### config.mk
export PLATFORM = sky130hd
export DESIGN_NAME = twos_comp_ctrl
export DESIGN_NICKNAME = d
export VERILOG_FILES = /design/src/rtl/twos_comp_pkg.sv /design/src/rtl/serial_neg_core.sv /design/src/rtl/twos_comp_ctrl.sv
export SDC_FILE = /design/constraint.sdc
export NUM_CORES = 1
export LEC_CHECK = 0
export CAP_MARGIN = 40
export CORE_MARGIN = 1.5
export CORE_UTILIZATION = 44
export DETAILED_ROUTE_END_ITERATION = 10
export PLACE_DENSITY_LB_ADDON = 0.25
export SYNTH_ARGS = -nofsm -noshare
export SYNTH_HDL_FRONTEND = slang
export SYNTH_SLANG_ARGS = --single-unit
### constraint.sdc
create_clock -name clk -period 1.2 [get_ports clk]
set_input_delay 0.24 -clock clk [delete_from_list [all_inputs] [get_ports clk]]
set_output_delay 0.24 -clock clk [all_outputs]
set_load 0.02 [all_outputs]
### src/rtl/twos_comp_pkg.sv
// Shared definitions for the two's-complement negation controller.
// Holds the FSM state encoding and the counter-width helper used by
// twos_comp_ctrl to size its bit counter.
package twos_comp_pkg;

    localparam logic [1:0] ST_IDLE  = 2'd0;
    localparam logic [1:0] ST_SHIFT = 2'd1;
    localparam logic [1:0] ST_DONE  = 2'd2;

    // Bits needed to count bit positions 0..w-1 (w >= 2).
    function automatic int unsigned cnt_width(input int unsigned w);
        return (w <= 2) ? 1 : $clog2(w);
    endfunction

endpackage

### src/rtl/serial_neg_core.sv
// Mealy bit-serial two's-complement negator.
// Bits arrive LSB first; every bit up to and including the first 1 passes
// through unchanged, every later bit is inverted.
// Ports:
//   clk  - clock
//   rst  - asynchronous active-low reset
//   clr  - synchronous clear of the seen_one flag (start of a word)
//   en   - a valid operand bit is on din this cycle
//   din  - operand bit
//   dout - negated bit (combinational from din and seen_one)
module serial_neg_core (
    input  logic clk,
    input  logic rst,
    input  logic clr,
    input  logic en,
    input  logic din,
    output logic dout
);

    logic seen_one;

    // Remembers whether a 1 has already gone past in the current word.
    always_ff @(posedge clk or negedge rst) begin
        if (!rst) begin
            seen_one <= 1'b0;
        end else if (clr) begin
            seen_one <= 1'b0;
        end else if (en && din) begin
            seen_one <= 1'b1;
        end
    end

    assign dout = seen_one ? ~din : din;

endmodule

### src/rtl/twos_comp_ctrl.sv
// Word-level controller around a bit-serial two's-complement negator.
// Accepts a WIDTH-bit operand, streams it LSB first through
// serial_neg_core, collects the negated bits and presents the result
// until the consumer takes it.
// Ports:
//   clk, rst            - clock, asynchronous active-low reset
//   in_valid/in_ready   - operand handshake (ready only in IDLE)
//   in_data             - operand
//   out_valid/out_ready - result handshake (valid only in DONE)
//   out_data            - -in_data mod 2^WIDTH
//   busy                - word in flight (SHIFT or DONE)
//   ovf                 - only with TWOS_COMP_CTRL_OVF_EN: operand was the
//                         most negative value, valid with out_valid
module twos_comp_ctrl
    import twos_comp_pkg::*;
#(
    parameter int unsigned WIDTH = 8
) (
    input  logic             clk,
    input  logic             rst,
    input  logic             in_valid,
    output logic             in_ready,
    input  logic [WIDTH-1:0] in_data,
    output logic             out_valid,
    input  logic             out_ready,
    output logic [WIDTH-1:0] out_data,
    output logic             busy
`ifdef TWOS_COMP_CTRL_OVF_EN
    ,
    output logic             ovf
`endif
);

    localparam int unsigned CW = cnt_width(WIDTH);
    localparam logic [WIDTH-1:0] MIN_NEG = {1'b1, {(WIDTH-1){1'b0}}};

    logic [1:0]       state, state_nx;
    logic [CW-1:0]    cnt, cnt_nx;
    logic [WIDTH-1:0] opnd, opnd_nx;
    logic [WIDTH-1:0] res_nx;
    logic             in_ready_nx, out_valid_nx, busy_nx;
    logic             core_clr_c, core_en_c, core_dout_c;

`ifdef TWOS_COMP_CTRL_OVF_EN
    logic ovf_pend, ovf_pend_nx, ovf_nx;
`endif

    serial_neg_core u_core (
        .clk  (clk),
        .rst  (rst),
        .clr  (core_clr_c),
        .en   (core_en_c),
        .din  (opnd[0]),
        .dout (core_dout_c)
    );

    // State and datapath registers; outputs are registered from next state.
    always_ff @(posedge clk or negedge rst) begin
        if (!rst) begin
            state     <= ST_IDLE;
            cnt       <= '0;
            opnd      <= '0;
            out_data  <= '0;
            in_ready  <= 1'b1;
            out_valid <= 1'b0;
            busy      <= 1'b0;
`ifdef TWOS_COMP_CTRL_OVF_EN
            ovf_pend  <= 1'b0;
            ovf       <= 1'b0;
`endif
        end else begin
            state     <= state_nx;
            cnt       <= cnt_nx;
            opnd      <= opnd_nx;
            out_data  <= res_nx;
            in_ready  <= in_ready_nx;
            out_valid <= out_valid_nx;
            busy      <= busy_nx;
`ifdef TWOS_COMP_CTRL_OVF_EN
            ovf_pend  <= ovf_pend_nx;
            ovf       <= ovf_nx;
`endif
        end
    end

    // Next-state, datapath and output decode.
    always_comb begin
        state_nx   = state;
        cnt_nx     = cnt;
        opnd_nx    = opnd;
        res_nx     = out_data;
        core_clr_c = 1'b0;
        core_en_c  = 1'b0;
`ifdef TWOS_COMP_CTRL_OVF_EN
        ovf_pend_nx = ovf_pend;
`endif

        case (state)
            ST_IDLE: begin
                if (in_valid) begin
                    opnd_nx    = in_data;
                    cnt_nx     = '0;
                    core_clr_c = 1'b1;
                    state_nx   = ST_SHIFT;
`ifdef TWOS_COMP_CTRL_OVF_EN
                    ovf_pend_nx = (in_data == MIN_NEG);
`endif
                end
            end
            ST_SHIFT: begin
                // Negated bit enters at the MSB; after WIDTH shifts the
                // first bit processed sits at bit 0.
                core_en_c = 1'b1;
                res_nx    = {core_dout_c, out_data[WIDTH-1:1]};
                opnd_nx   = opnd >> 1;
                if (cnt == CW'(WIDTH - 1)) begin
                    cnt_nx   = '0;
                    state_nx = ST_DONE;
                end else begin
                    cnt_nx = cnt + CW'(1);
                end
            end
            ST_DONE: begin
                if (out_ready) begin
                    state_nx = ST_IDLE;
                end
            end
            default: begin
                state_nx = ST_IDLE;
            end
        endcase

        in_ready_nx  = (state_nx == ST_IDLE);
        out_valid_nx = (state_nx == ST_DONE);
        busy_nx      = (state_nx != ST_IDLE);
`ifdef TWOS_COMP_CTRL_OVF_EN
        ovf_nx       = (state_nx == ST_DONE) ? ovf_pend_nx : 1'b0;
`endif
    end

endmodule

==> run_results.csv <==
group,metric,value,unit
pwr,netSwitchingPower,1.375,mW
timing,rsz0062_at_grt,"true",
detailed_routing,drtIter0Drc,6,
yosys,synth-async-reset-ratio,100.0,%
cells_and_area,areaGrowthSynthToFinish,38.82,%
timing,setup_ws,-0.008235,ns
yosys,ys_types,23,
outcome,violations,"setup timing",
timing,worst_slew_margin_rel,86.91,%
yosys,synth_ff_type,"dfrtp_1",
detailed_routing,wire_per_inst,13.30,µm
critical_path,critPathKind,"flop to output port",
yosys,synth_edf_count,0,
pwr,combPwrFrac,52.8,%
cells_and_area,num_antenna_cells,0,
cells_and_area,fin_nets,145,
timing,finClkSkew,0.001385,ns
clock_tree,clockBufferDepth,2,
critical_path,worst_r2r_endpoint,"out_data[2]$_DFFE_PN0P_",
placed_design,finalWeightedCongestion,0.7907,
global_route,track_usage,17.35,%
yosys,postSynthAreaPerCell,12.13,µm²
timing,setup_tns,-0.008235,ns
yosys,post-synth-top-area-fraction,55.62,%
detailed_routing,wl,2101,µm
die,fp-row-count,17,
yosys,synth_cells,89,
yosys,ys_seq_elements,25,
placed_design,dp_hpwl,1506,µm
global_route,overflow,0,
clock_tree,path_clk_slew,0.12,ns
placed_design,post-place-ws,-0.1914,ns
yosys,syn-cell-area,1080,µm²
die,die_h,52.54,µm
critical_path,r2r_start,"state[1]$_DFF_PN0_",
global_route,grt_pass1_wl,3353,µm
placed_design,dp_cells,147,
die,coreArea,2255,µm²
outcome,outcome,"finished, violations left",
die,die_area,2760,µm²
critical_path,arrival,0.97,ns
timing,final.min_clock_period,1.208,ns
yosys,ys_seq_area_share,58.05,%
timing,fmax,0.8277,GHz
critical_path,slowest_delay,0.55,ns
critical_path,ff2ff_setup_slack,0.02,ns
pwr,p_leak,0.6912,nW
placed_design,io_buffers,22,
pwr,power,3.914,mW
detailed_routing,detail-route-antenna-nets,0,
timing,final-setup-viol-count,1,
clock_tree,h-tree-depth,1,
placed_design,placed_area,1391,µm²
run,max_cap_viol_count,0,
critical_path,end_kind,"output port",
timing,slew_viol_final,0,
timing,whs,0.2501,ns
die,io_pins,23,
timing,hold_violations,0,
critical_path,worst_r2r_path_depth,3,
pwr,power_density,2611,nW/µm²
clock_tree,cts.sinks,25,
critical_path,worstPathRequired,0.96,ns
clock_tree,cts_tree,"yes",
critical_path,slowest_stage,"dfstp_2",
clock_tree,cts-root-buf,"clkbuf_4",
detailed_routing,drc,0,
pwr,vdd_drop_max,0.001297,V
timing,fin_crit_sh,100.7,%
detailed_routing,avgViaCountPerCell,4.937,
cells_and_area,drive_above_1_share,40.77,%
global_route,grt_max_degree,14,
detailed_routing,dr.pass1.iters,2,
critical_path,crit_buf_inv,1,
critical_path,critical_path.top_delay_family,"flip-flops",
cells_and_area,final_area,1499,µm²
die,die_w,52.54,µm
clock_tree,hold_buffers,0,
timing,worst_pin_slew,0.1947,ns
detailed_routing,vias,780,
global_route,grt_pass1_vias,760,
yosys,synth_area_leaders,"dfrtp_1 (56%), mux2_2 (6.3%), o221a_1 (4.2%)",
global_route,antenna_found_initial,0,
cells_and_area,seqCellArea,628.1,µm²
critical_path,worstPathMaxFanout,1,
cells_and_area,final_cells,158,
min_path,hp-class,"input port to async pin",
cells_and_area,multi_input_area,436.7,µm²
yosys,synth_top_area_cell,"dfrtp_1",
critical_path,cp-start-kind,"flop",
pwr,p_int,2.539,mW
clock_tree,cts_buffers,3,
die,initial_core_util,47.89,%
critical_path,critical_path.cell_chain,"buf_6",
yosys,synth_fp_nets,103,
pwr,power_frac_seq,37.8,%
clock_tree,clock_latency,0.31,ns
cells_and_area,fill_cells,184,
pwr,p_clk_share,9.4,%
cells_and_area,postLayoutCoreUtil,66.48,%
yosys,yosysWarnings,0,
pwr,p_sw_share,35.14,%
## worst max-delay path by stage
| stage | start | slack [ns] | depth (start not counted) | endpoint |
|---|---|---|---|---|
| after CTS | in_ready$_DFF_PN1_ | -0.02 | 1 | in_ready |
| after global placement | in_valid | -0.17 | 3 | opnd[6]$_DFFE_PN0P_ |
| after detailed placement | in_valid | -0.19 | 3 | opnd[3]$_DFFE_PN0P_ |
| after global routing | in_ready$_DFF_PN1_ | -0.05 | 1 | in_ready |
| after floorplan | state[0]$_DFF_PN0_ | 0.05 | 4 | opnd[3]$_DFFE_PN0P_ |
| final | in_ready$_DFF_PN1_ | -0.008 | 1 | in_ready |
## cell usage in the layout, fill, tap and decap left out, types with 2 or more instances in the layout
cell type        instances
o221a_1                  4
nor2_1                   7
inv_1                    3
mux2_4                   7
o31ai_1                  2
o21ai_0                  4
dfrtp_1                 23
buf_2                   10
clkbuf_4                 3
a22o_1                   2
nand2b_1                 3
inv_2                    2
nand2_1                  3
buf_4                   19
clkdlybuf4s50_1         11
nand3b_1                 4
o22ai_1                  3
a21oi_1                  6
## cell families after synthesis
group                      after synthesis  share of synthesized area, %
DFF                                     25                         58.05
AOI/OAI and AO/OA                       24                         15.99
and+or+nand+nor                         19                         8.922
buffers and inverters                   11                         6.256
muxes                                    7                         7.647
adders and majority gates                2                         2.317
xor gates and xnor gates                 1                        0.8113
## state kept, by name, indices dropped and copies added (netlist names)
| signal | count |
|---|---|
| opnd | 8 |
| out_data | 8 |
| cnt | 3 |
| state | 2 |
| busy | 1 |
| in_ready | 1 |
| out_valid | 1 |
| u_core.seen_one | 1 |
## layer usage
| layer | GRT usage, % | up-vias | wire (µm) |
|---|---|---|---|
| met5 | 0 | - | 0 |
| met3 | 3.429 | 4 | 81 |
| met2 | 30.21 | 18 | 1069 |
| met1 | 19.96 | 367 | 914 |
| met4 | 8.974 | 0 | 36 |
| li1 | - | 391 | - |
## layout make-up
type / instances / area share, %
inverter: 5 / 1.252
tap: 28 / 2.337
timing repair buffer: 43 / 23.62
multi-input combinational: 53 / 29.13
clock buffer: 4 / 1.753
sequential: 25 / 41.90
## cell usage after synthesis, types with 2 or more instances
library cell and n:
buf_6 3, nor2_1 8, mux2_2 6, a21oi_1 6, nand3b_1 4, o22ai_1 3
buf_2 3, o21ai_0 4, ha_1 2, inv_1 4, nand2_1 3, o221a_1 4
dfrtp_1 24, a22o_1 2, nand2b_1 4, o31ai_1 2
## power groups by stage
stage	sequential, mW	clock, mW	combinational (mW)
final	1.48	0.368	2.07
after global routing	1.52	0.413	2.24
after CTS	1.45	0.384	1.76
after detailed placement	1.48	0	1.78
after global placement	1.47	0	1.73
after floorplan	1.63	0	0.953
## what timing repair did
item                                    in CTS  in global routing
gates cloned                                 0                  1
resized for setup                           45                 17
pin swaps                                    0                  2
endpoints found under the setup margin      19                 19
setup buffers                                4                  2
(Power assumes the default switching activity.)
